===== src/rtl/mips_pipe_controller.sv =====
// mips_pipe_controller: decodes the instruction in Decode and carries its
// control bits through the ID/EX, EX/MEM and MEM/WB control registers.
module mips_pipe_controller #(
   parameter int unsigned              ALUC_W      = 3,
   parameter logic [ALUC_W-1:0]        BUBBLE_ALUC = '0
) (
   input  logic              clk,
   input  logic              rst_n,
   input  logic [5:0]        OpD,
   input  logic [5:0]        FunctD,
   input  logic              EqualD,
   input  logic              FlushE,
   output logic              PCSrcD,
   output logic              JumpD,
   output logic              BranchD,
   output logic              IllegalD,
   output logic              RegWriteE,
   output logic              MemtoRegE,
   output logic              MemWriteE,
   output logic [ALUC_W-1:0] ALUControlE,
   output logic              ALUSrcE,
   output logic              RegDstE,
   output logic              RegWriteM,
   output logic              MemtoRegM,
   output logic              MemWriteM,
   output logic              RegWriteW,
   output logic              MemtoRegW,
   output logic              IllegalW
);

   localparam logic [5:0] OP_RTYPE = 6'b000000;
   localparam logic [5:0] OP_LW    = 6'b100011;
   localparam logic [5:0] OP_SW    = 6'b101011;
   localparam logic [5:0] OP_BEQ   = 6'b000100;
   localparam logic [5:0] OP_ADDI  = 6'b001000;
   localparam logic [5:0] OP_J     = 6'b000010;

   localparam logic [5:0] FN_ADD   = 6'b100000;
   localparam logic [5:0] FN_SUB   = 6'b100010;
   localparam logic [5:0] FN_AND   = 6'b100100;
   localparam logic [5:0] FN_OR    = 6'b100101;
   localparam logic [5:0] FN_SLT   = 6'b101010;

   localparam logic [ALUC_W-1:0] ALU_ADD = ALUC_W'(3'b010);
   localparam logic [ALUC_W-1:0] ALU_SUB = ALUC_W'(3'b110);
   localparam logic [ALUC_W-1:0] ALU_AND = ALUC_W'(3'b000);
   localparam logic [ALUC_W-1:0] ALU_OR  = ALUC_W'(3'b001);
   localparam logic [ALUC_W-1:0] ALU_SLT = ALUC_W'(3'b111);

   logic              regWriteDec, regDstDec, aluSrcDec, branchDec;
   logic              memWriteDec, memtoRegDec, jumpDec, opIllegal;
   logic [1:0]        aluOpDec;
   logic              functIllegal;
   logic [ALUC_W-1:0] aluControlDec;
   logic              illegalE, illegalM;

   // Main decoder: opcode to raw control bits; unused (x) fields stay 0.
   always_comb begin
      regWriteDec = 1'b0;
      regDstDec   = 1'b0;
      aluSrcDec   = 1'b0;
      branchDec   = 1'b0;
      memWriteDec = 1'b0;
      memtoRegDec = 1'b0;
      jumpDec     = 1'b0;
      aluOpDec    = 2'b00;
      opIllegal   = 1'b0;
      case (OpD)
         OP_RTYPE: begin
            regWriteDec = 1'b1;
            regDstDec   = 1'b1;
            aluOpDec    = 2'b10;
         end
         OP_LW: begin
            regWriteDec = 1'b1;
            aluSrcDec   = 1'b1;
            memtoRegDec = 1'b1;
         end
         OP_SW: begin
            aluSrcDec   = 1'b1;
            memWriteDec = 1'b1;
         end
         OP_BEQ: begin
            branchDec   = 1'b1;
            aluOpDec    = 2'b01;
         end
         OP_ADDI: begin
            regWriteDec = 1'b1;
            aluSrcDec   = 1'b1;
         end
         OP_J: begin
            jumpDec     = 1'b1;
         end
         default: opIllegal = 1'b1;
      endcase
   end

   // ALU decoder: ALUOp plus funct to the ALU control code.
   always_comb begin
      aluControlDec = BUBBLE_ALUC;
      functIllegal  = 1'b0;
      case (aluOpDec)
         2'b00: aluControlDec = ALU_ADD;
         2'b01: aluControlDec = ALU_SUB;
         default: begin
            case (FunctD)
               FN_ADD:  aluControlDec = ALU_ADD;
               FN_SUB:  aluControlDec = ALU_SUB;
               FN_AND:  aluControlDec = ALU_AND;
               FN_OR:   aluControlDec = ALU_OR;
               FN_SLT:  aluControlDec = ALU_SLT;
               default: functIllegal  = 1'b1;
            endcase
         end
      endcase
   end

   // Illegal instructions are neutralised before anything leaves Decode.
   assign IllegalD = opIllegal | functIllegal;
   assign BranchD  = branchDec & ~IllegalD;
   assign JumpD    = jumpDec & ~IllegalD;
   assign PCSrcD   = BranchD & EqualD;

   // ID/EX control register; FlushE loads a bubble.
   always_ff @(posedge clk or negedge rst_n) begin
      if (!rst_n) begin
         RegWriteE   <= 1'b0;
         MemtoRegE   <= 1'b0;
         MemWriteE   <= 1'b0;
         ALUControlE <= BUBBLE_ALUC;
         ALUSrcE     <= 1'b0;
         RegDstE     <= 1'b0;
         illegalE    <= 1'b0;
      end else if (FlushE) begin
         RegWriteE   <= 1'b0;
         MemtoRegE   <= 1'b0;
         MemWriteE   <= 1'b0;
         ALUControlE <= BUBBLE_ALUC;
         ALUSrcE     <= 1'b0;
         RegDstE     <= 1'b0;
         illegalE    <= 1'b0;
      end else begin
         RegWriteE   <= regWriteDec & ~IllegalD;
         MemtoRegE   <= memtoRegDec;
         MemWriteE   <= memWriteDec & ~IllegalD;
         ALUControlE <= IllegalD ? BUBBLE_ALUC : aluControlDec;
         ALUSrcE     <= aluSrcDec;
         RegDstE     <= regDstDec;
         illegalE    <= IllegalD;
      end
   end

   // EX/MEM control register; advances every clock.
   always_ff @(posedge clk or negedge rst_n) begin
      if (!rst_n) begin
         RegWriteM <= 1'b0;
         MemtoRegM <= 1'b0;
         MemWriteM <= 1'b0;
         illegalM  <= 1'b0;
      end else begin
         RegWriteM <= RegWriteE;
         MemtoRegM <= MemtoRegE;
         MemWriteM <= MemWriteE;
         illegalM  <= illegalE;
      end
   end

   // MEM/WB control register; advances every clock.
   always_ff @(posedge clk or negedge rst_n) begin
      if (!rst_n) begin
         RegWriteW <= 1'b0;
         MemtoRegW <= 1'b0;
         IllegalW  <= 1'b0;
      end else begin
         RegWriteW <= RegWriteM;
         MemtoRegW <= MemtoRegM;
         IllegalW  <= illegalM;
      end
   end

endmodule


===== config.mk =====
export PLATFORM = sky130hd
export DESIGN_NAME = mips_pipe_controller
export DESIGN_NICKNAME = d
export VERILOG_FILES = /design/src/rtl/mips_pipe_controller.sv
export SDC_FILE = /design/constraint.sdc
export NUM_CORES = 1
export LEC_CHECK = 0
export CAP_MARGIN = 0
export CORE_MARGIN = 5
export CORE_UTILIZATION = 40
export DETAILED_ROUTE_END_ITERATION = 10
export DONT_BUFFER_PORTS = 1
export GPL_ROUTABILITY_DRIVEN = 0
export SLEW_MARGIN = 10
export SYNTH_ARGS = -nofsm -noshare
export SYNTH_HDL_FRONTEND = slang
export SYNTH_SLANG_ARGS = --single-unit

===== constraint.sdc =====
create_clock -name clk -period 2 [get_ports clk]
set_input_delay 0.2 -clock clk [delete_from_list [all_inputs] [get_ports clk]]
set_output_delay 0.2 -clock clk [all_outputs]
set_load 0.02 [all_outputs]

==> results of run 1 <==
## placed cells by master (no fill, tap or decap)
| master | n |
|---|---|
| dfrtp_1 | 16 |
| and2b_1 | 1 |
| inv_1 | 1 |
| and2_1 | 1 |
| a2111oi_4 | 1 |
| maj3_1 | 1 |
| and3_1 | 1 |
| nand3_1 | 2 |
| dlygate4sd3_1 | 6 |
| o21a_1 | 1 |
| clkbuf_4 | 3 |
| a21o_2 | 1 |
| a21oi_1 | 1 |
| nor4b_2 | 1 |
| nor2_1 | 5 |
| or4_1 | 2 |
| nor2b_1 | 1 |
| clkbuf_8 | 1 |
| buf_4 | 1 |
| or3_1 | 1 |
| nand2b_1 | 2 |
| o32a_1 | 2 |
| nand4b_1 | 1 |
| a2111oi_0 | 1 |
| inv_2 | 1 |
| nor3_1 | 3 |
| or4_4 | 1 |
| nor4b_1 | 1 |
## how the worst min path moves through the flow
stage | to | slack, ns | cells after the start
final | MemWriteE | 0.04 | 2
after detailed placement | IllegalW | -0.1 | 0
after global placement | IllegalW | -0.1 | 0
after floorplan | ALUControlE[0] | -0.1 | 0
after CTS | ALUSrcE | 0.0002 | 1
after global routing | MemWriteE | 0.03 | 2
## power breakdown
part | switching (mW) | total, mW | internal (mW)
Combinational | 0.0185 | 0.0374 | 0.0189
Clock | 0.0848 | 0.195 | 0.110
Sequential | 0.00570 | 0.335 | 0.329
## synthesized netlist by cell type
master      n  area (um2)
nor2_1      5        18.8
or4_4       1        11.3
nand2b_1    2        12.5
nor4b_1     1        8.76
nand4b_1    1        8.76
o21a_1      1        7.51
or3_1       1        6.26
and2b_1     1        7.51
nand3_1     2        10.0
nor2b_1     1        6.26
inv_2       1        3.75
a2111oi_0   1        8.76
nor4b_2     1        15.0
clkbuf_1    1        3.75
a21oi_1     1        5.00
or4_1       2        15.0
maj3_1      1        10.0
and2_1      1        6.26
dfrtp_1    16         400
o32a_1      2        20.0
a21o_2      1        8.76
and3_1      1        6.26
nor3_1      3        15.0
inv_1       1        3.75
a2111oi_4   1        27.5
## per-stage QoR
| stage | util | power, mW |
|---|---|---|
| finish | 0.503 | 0.567 |
| floorplan | - | 0.362 |
| global route | 0.503 | 0.606 |
| detailed placement | 0.440 | 0.363 |
| CTS | 0.497 | 0.576 |
| global placement | 0.440 | 0.363 |
## timing repair
item / in CTS / in global routing
endpoints found under the hold margin: 21 / 1
setup buffers: 0 / 0
hold buffers: 5 / 1
## cell families (layout without fill, tap and decap cells)
kind of cell	after synthesis	after routing	synth area share
adders and majority gates	1	1	0.0155
buffers and inverters	3	13	0.0174
and+or+nand+nor	23	23	0.228
DFF	16	16	0.619
AOI/OAI and AO/OA	7	7	0.120
## cell type report
type / instances / area [um2] / share of cell area
sequential: 16 / 400 / 0.522
inverter: 2 / 7.51 / 0.00979
timing repair buffer: 7 / 67.6 / 0.0881
multi-input combinational: 31 / 235 / 0.307
clock buffer: 4 / 36.3 / 0.0473
tap: 16 / 20.0 / 0.0261
## per-layer routing
layer	up-vias	global-route usage
li1	206	-
met1	202	0.113
met2	24	0.151
met3	2	0.0503
met4	0	0.0655
met5	-	0
==> flow_metrics.env, run 1 <==
export IMPL_place_worst_setup_slack_ns=0.413
export IMPL_cp_depth=3
export IMPL_cts_buffers=3
export IMPL_status="finished, final reports clean"
export IMPL_crit_type="input port to output port"
export IMPL_ys_seq_area_frac=0.619
export IMPL_cp_top_family="compound AO/OA/AOI/OAI gates"
export IMPL_ir_drop_v=0.000285
export IMPL_wl_per_cell_um=16.1
export IMPL_period_minus_slack_ns=1.59
export IMPL_r2r_setup_slack_ns=1.39
export IMPL_yosysWarningCount=0
export IMPL_vias=434
export IMPL_finalHoldViolCount=0
export IMPL_clk_path_buf_depth=2
export IMPL_ys_types=25
export IMPL_n_fill_cell=136
export IMPL_wl_met3_um=157
export IMPL_ios=34
export IMPL_remaining_drc_errors=0
export IMPL_max_slew_margin=0.569
export IMPL_fmax_mhz=627
export IMPL_root_buffer="clkbuf_4"
export IMPL_top_register="ALUControlE"
export IMPL_holdCritPathClass="input port to register"
export IMPL_routed_top_layer="met4"
export IMPL_worst_pin_slew_ns=0.644
export IMPL_synth_seq_cells=16
export IMPL_h_tree_depth=1
export IMPL_r2r_start="MemtoRegE"
export IMPL_cp_end_kind="output port"
export IMPL_crit_path_end="IllegalD"
export IMPL_syn_nets=66
export IMPL_postPlaceCellArea_um2=671
export IMPL_antenna_found_initial=0
export IMPL_setup_violations_final=0
export IMPL_critPathLaunchType="input port"
export IMPL_cp_startpoint="OpD[1]"
export IMPL_setup_ws_ns=0.406
export IMPL_cap_violations=0
export IMPL_critPathSlowestCell="or4_4"
export IMPL_drt_initial_drc_count=6
export IMPL_rows=14
export IMPL_fin_area_um2=767
export IMPL_dp_hpwl_um=903
export IMPL_grt_max_degree=17
export IMPL_start_util=0.424
export IMPL_syn_area_um2=647
export IMPL_grt_total_usage=0.101
export IMPL_die_h_um=50.2
export IMPL_antenna_cells=0
export IMPL_final_nets=77
export IMPL_globalRouteOverflowTotal=0
export IMPL_ant_nets=0
export IMPL_slew_violations=0
export IMPL_holdCritStartpoint="OpD[3]"
export IMPL_detail_route_first_pass_iterations=3
export IMPL_clkSinkCount=16
export IMPL_wl_met2_um=555
export IMPL_largest_register_ffs=3
export IMPL_grt_pass1_wl_mm=1.97
export IMPL_power_density_nw_per_um2=740
export IMPL_placed_cells=66
export IMPL_die_area_um2=2520
export IMPL_clk_latency_ns=0.27
export IMPL_routed_via_density=5.71
export IMPL_max_stage_delay_ns=0.56
export IMPL_finalSetupTns_ns=0
export IMPL_die_x_um=50.2
export IMPL_avgSynthCellArea_um2=12.9
export IMPL_reg2reg_depth=0
export IMPL_drive_gt1_frac=0.167
export IMPL_critPathArrivalTime_ns=1.39
export IMPL_hold_ws_ns=0.0438
export IMPL_tritoncts="yes"
export IMPL_syn_to_final_growth_pct=18.6
export IMPL_first_global_vias=445
export IMPL_drt_total_wl_mm=1.22
export IMPL_rsz0062_at_grt="no"
export IMPL_cp_buffers_inverters=0
export IMPL_final_cells=76
export IMPL_port_buffers=0
export IMPL_clk_pin_slew_worst_paths_ns=0.08
export IMPL_cts_repair_resized=0
export IMPL_drt_met1_wl_um=489
export IMPL_finClkSkew_ns=0.00278
export IMPL_synthCells=50
export IMPL_crit_chain="or4_4 -> a2111oi_4 -> a21o_2"
export IMPL_core_area_um2=1520
export IMPL_worstPathMaxFanout=5
export IMPL_critPathRequiredTime_ns=1.80
export IMPL_r2r_end="MemtoRegM"
export IMPL_finalCritPeriodShare=0.797
export IMPL_power_leakage_nw=0.330
No activity file was read; power rests on OpenSTA's default activity.
==> run 2: changes to the inputs <==
clock period = 1.4 ns   (was 2 ns; I/O delays follow)
==> run 2 against run 1 <==
Register-to-register slack lost 0.60 ns; cell count down 1.3%; critical path type unchanged; via count fell by 0.23%; global-route usage up 0.55 points; largest power group unchanged.
==> flow_metrics.env, run 2 (same netlist as run 1, synthesis figures left out) <==
export IMPL_status="finished, final reports clean"
export IMPL_post_route_util=0.498
export IMPL_start_util=0.424
export IMPL_final_cell_mix="dfrtp_1 (16), dlygate4sd3_1 (6), nor2_1 (5)"
export IMPL_holdCritPathClass="input port to register"
export IMPL_critPathRequiredTime_ns=1.26
export IMPL_clkSinkCount=16
export IMPL_clk_pin_slew_worst_paths_ns=0.08
export IMPL_syn_to_final_growth_pct=17.4
export IMPL_power_density_nw_per_um2=995
export IMPL_die_area_um2=2520
export IMPL_remaining_drc_errors=0
export IMPL_port_buffers=0
export IMPL_placed_cells=66
export IMPL_die_x_um=50.2
export IMPL_n_fill_cell=148
export IMPL_max_stage_delay_ns=0.56
export IMPL_cap_violations=0
export IMPL_r2r_end="RegWriteM"
export IMPL_final_common_cell="dfrtp_1"
export IMPL_worstPathMaxFanout=5
export IMPL_finalCritPeriodShare=0.958
export IMPL_antenna_found_initial=0
export IMPL_drt_total_wl_mm=1.32
export IMPL_final_nets=77
export IMPL_grt_max_degree=17
export IMPL_r2r_start="RegWriteE"
export IMPL_postPlaceCellArea_um2=677
export IMPL_root_buffer="clkbuf_4"
export IMPL_vias=433
export IMPL_cp_end_kind="output port"
export IMPL_dp_hpwl_um=963
export IMPL_routed_via_density=5.77
export IMPL_slew_violations=0
export IMPL_globalRouteOverflowTotal=0
export IMPL_grt_pass1_wl_mm=2.03
export IMPL_clk_path_buf_depth=2
export IMPL_post_cts_buffers=0
export IMPL_first_global_vias=487
export IMPL_ant_nets=0
export IMPL_ios=34
export IMPL_finalHoldViolCount=0
export IMPL_tritoncts="yes"
export IMPL_crit_chain="or4_4 -> a2111oi_4 -> a21o_2"
export IMPL_cts_repair_resized=0
export IMPL_fmax_mhz=746
export IMPL_wl_per_cell_um=17.5
export IMPL_period_minus_slack_ns=1.34
export IMPL_critPathArrivalTime_ns=1.20
export IMPL_cts_buffers=3
export IMPL_cp_top_family="simple AND/OR/NAND/NOR gates"
export IMPL_max_slew_margin=0.556
export IMPL_clk_latency_ns=0.27
export IMPL_rsz0062_at_grt="no"
export IMPL_worst_pin_slew_ns=0.664
export IMPL_setup_violations_final=0
export IMPL_rows=14
export IMPL_finalSetupTns_ns=0
export IMPL_die_h_um=50.2
export IMPL_cp_buffers_inverters=0
export IMPL_drt_initial_drc_count=1
export IMPL_final_cells=75
export IMPL_critPathLaunchType="input port"
export IMPL_antenna_cells=0
export IMPL_largest_register_ffs=3
export IMPL_worstHoldPathCells=2
export IMPL_holdCritStartpoint="OpD[3]"
export IMPL_finClkSkew_ns=0.00113
export IMPL_power_leakage_nw=0.327
export IMPL_crit_type="input port to output port"
export IMPL_top_register="ALUControlE"
export IMPL_critPathSlowestCell="or4_4"
export IMPL_hold_end="RegWriteE"
export IMPL_drive_gt1_frac=0.169
export IMPL_h_tree_depth=1
export IMPL_grt_total_usage=0.106
export IMPL_reg2reg_depth=0
export IMPL_r2r_setup_slack_ns=0.79
export IMPL_detail_route_first_pass_iterations=2
export IMPL_ir_drop_v=0.000414
export IMPL_core_area_um2=1520
export IMPL_fin_area_um2=759
[run 2: cell types whose count changed in the layout (fill, tap and decap cells not counted), sizes merged]
cell,change
clkbuf,-1
[run 2: how the worst max path moves through the flow]
| stage | start | cells after the start | endpoint | slack, ns |
|---|---|---|---|---|
| after floorplan | OpD[1] | 4 | illegalE | 0.07 |
| after global placement | OpD[1] | 4 | illegalE | 0.04 |
| after detailed placement | OpD[1] | 4 | illegalE | 0.02 |
| after CTS | OpD[1] | 3 | IllegalD | 0.08 |
| after global routing | OpD[1] | 3 | IllegalD | 0.04 |
| final | OpD[1] | 3 | IllegalD | 0.06 |
[run 2: power by group]
part           internal (mW)  switching (mW)
Clock                 0.0996           0.125
Combinational         0.0257          0.0267
Sequential             0.470         0.00837
[run 2: cell type report]
class                           instances  area (um2)  area share
Clock buffer                            3        22.5      0.0297
Inverter                                2        7.51     0.00988
Multi-Input combinational cell         31         241       0.318
Sequential cell                        16         400       0.527
Tap cell                               16        20.0      0.0264
Timing Repair Buffer                    7        67.6      0.0890
[run 2: stage by stage]
stage,worst slack [ns],power [mW],hold WS [ns]
2_1_floorplan,0.0721,0.518,-0.156
3_3_place_gp,0.0441,0.519,-0.155
3_5_place_dp,0.0174,0.519,-0.155
4_1_cts,0.0822,0.765,0.0370
5_1_grt,0.0376,0.792,0.0427
6_report,0.0589,0.756,0.0491
[run 2: per-layer routing]
metal	track usage	wire, um	up-vias
met5	0	0	-
met4	0.0786	27	0
met3	0.0444	145	4
met2	0.163	637	26
met1	0.117	505	199
li1	-	-	204
[run 2: what timing repair did]
action,CTS,global route
hold buffers,6,0
endpoints found under the setup margin,0,0
endpoints found under the hold margin,22,0
==> run 3: changes to the inputs <==
HOLD_SLACK_MARGIN = 0.1   (was not set)
==> run 3 against run 2 <==
Clock power barely moved; sequential cell count did not move; highest routed layer unchanged; sequential power barely moved; critical path depth did not move; routed wire length rose by 1.1%; via count rose by 2.1%.
==> flow_metrics.env, run 3 (same netlist as run 1, synthesis figures left out) <==
export IMPL_pwr_share_comb=0.080
export IMPL_ant_nets=0
export IMPL_worstHoldPathCells=2
export IMPL_antenna_cells=0
export IMPL_critPathRequiredTime_ns=1.26
export IMPL_cap_violations=0
export IMPL_dp_hpwl_um=963
export IMPL_p_int_uw=601
export IMPL_final_cell_mix="dfrtp_1 (16), dlygate4sd3_1 (10), nor2_1 (5)"
export IMPL_rows=14
export IMPL_p_clk_frac=0.295
export IMPL_holdCritPathClass="input port to register"
export IMPL_r2r_start="RegWriteE"
export IMPL_period_minus_slack_ns=1.34
export IMPL_vias=442
export IMPL_slew_violations=0
export IMPL_cts_hold_buf=10
export IMPL_max_slew_margin=0.555
export IMPL_cts_buffers=3
export IMPL_core_area_um2=1520
export IMPL_pwr_share_seq=0.625
export IMPL_clk_latency_ns=0.27
export IMPL_cts_repair_resized=0
export IMPL_die_x_um=50.2
export IMPL_rsz0062_at_grt="no"
export IMPL_finClkSkew_ns=0.000310
export IMPL_finalCritPeriodShare=0.954
export IMPL_top_register="ALUControlE"
export IMPL_power_density_nw_per_um2=957
export IMPL_finalSetupTns_ns=0
export IMPL_die_area_um2=2520
export IMPL_switching_share=0.214
export IMPL_crit_path_end="IllegalD"
export IMPL_clk_pin_slew_worst_paths_ns=0.08
export IMPL_max_stage_delay_ns=0.55
export IMPL_cp_startpoint="OpD[1]"
export IMPL_crit_chain="or4_4 -> a2111oi_4 -> a21o_2"
export IMPL_ios=34
export IMPL_r2r_setup_slack_ns=0.79
export IMPL_drive_gt1_frac=0.159
export IMPL_largest_register_ffs=3
export IMPL_final_common_cell="dfrtp_1"
export IMPL_r2r_end="RegWriteM"
export IMPL_worstPathMaxFanout=5
export IMPL_critPathLaunchType="input port"
export IMPL_drt_total_wl_mm=1.33
export IMPL_postPlaceCellArea_um2=677
export IMPL_clkSinkCount=16
export IMPL_globalRouteOverflowTotal=0
export IMPL_power_leakage_nw=0.346
export IMPL_fin_area_um2=800
export IMPL_setup_violations_final=0
export IMPL_first_global_vias=497
export IMPL_grt_max_degree=17
export IMPL_reg2reg_depth=0
export IMPL_remaining_drc_errors=0
export IMPL_grt_pass1_wl_mm=2.09
export IMPL_tritoncts="yes"
export IMPL_port_buffers=0
export IMPL_critPathSlowestCell="or4_4"
export IMPL_crit_type="input port to output port"
export IMPL_worst_pin_slew_ns=0.665
export IMPL_wl_per_cell_um=16.8
export IMPL_clk_path_buf_depth=2
export IMPL_grt_total_usage=0.109
export IMPL_switchingPower_uw=164
export IMPL_final_nets=81
export IMPL_critPathArrivalTime_ns=1.20
export IMPL_fmax_mhz=749
export IMPL_drt_initial_drc_count=3
export IMPL_post_cts_buffers=0
export IMPL_syn_to_final_growth_pct=23.6
export IMPL_h_tree_depth=1
export IMPL_finalHoldViolCount=0
export IMPL_antenna_found_initial=0
export IMPL_cp_end_kind="output port"
export IMPL_status="finished, final reports clean"
export IMPL_detail_route_first_pass_iterations=2
export IMPL_start_util=0.424
export IMPL_routed_via_density=5.59
export IMPL_root_buffer="clkbuf_4"
export IMPL_die_h_um=50.2
export IMPL_ir_drop_v=0.000417
-- run 3: cell count changes in the layout (fill, tap and decap cells not counted), sizes merged --
cell,previous run,this run
dlygate4sd3,6,10
-- run 3: cell type report --
class	instances	area, um2
flip-flops and latches	16	400
inverters	2	7.51
fillers	139	724
multi-input cells	31	241
repair buffers	11	108
clock buffers	3	22.5
well taps	16	20.0
-- run 3: how the worst min path moves through the flow --
stage / start / end
detailed placement: rst_n / MemtoRegW
floorplan: rst_n / ALUControlE[0]
global route: OpD[5] / ALUSrcE
CTS: OpD[5] / ALUSrcE
global placement: rst_n / MemtoRegW
finish: OpD[5] / ALUSrcE
-- run 3: per-layer routing --
| layer | global-route usage | up-vias | share of wire |
|---|---|---|---|
| met2 | 0.165 | 26 | 0.48 |
| met1 | 0.124 | 201 | 0.39 |
| met4 | 0.0786 | 0 | 0.020 |
| li1 | - | 211 | - |
| met3 | 0.0414 | 4 | 0.11 |
| met5 | 0 | - | 0 |
-- run 3: worst max-delay path: cells and delay by family --
| kind | cells | cell delay [ns] |
|---|---|---|
| AO/OA/AOI/OAI | 2 | 0.50 |
| AND/OR/NAND/NOR | 1 | 0.55 |
-- run 3: power groups by stage --
stage,combinational (mW),sequential (mW),clock [mW]
2_1_floorplan,0.0314,0.487,0
3_3_place_gp,0.0312,0.488,0
3_5_place_dp,0.0312,0.488,0
4_1_cts,0.0611,0.479,0.234
5_1_grt,0.0675,0.479,0.255
6_report,0.0608,0.478,0.226
-- run 3: through the flow --
| stage | worst slack [ns] | cells | utilization | total power [mW] | hold WS, ns |
|---|---|---|---|---|---|
| after CTS | 0.0822 | 79 | 0.525 | 0.774 | 0.0755 |
| after detailed placement | 0.0174 | 66 | 0.444 | 0.519 | -0.155 |
| final | 0.0648 | 79 | 0.525 | 0.765 | 0.0824 |
| after global routing | 0.0358 | 79 | 0.525 | 0.802 | 0.0920 |
| after floorplan | 0.0721 | 50 | - | 0.518 | -0.156 |
| after global placement | 0.0441 | 66 | 0.444 | 0.519 | -0.155 |
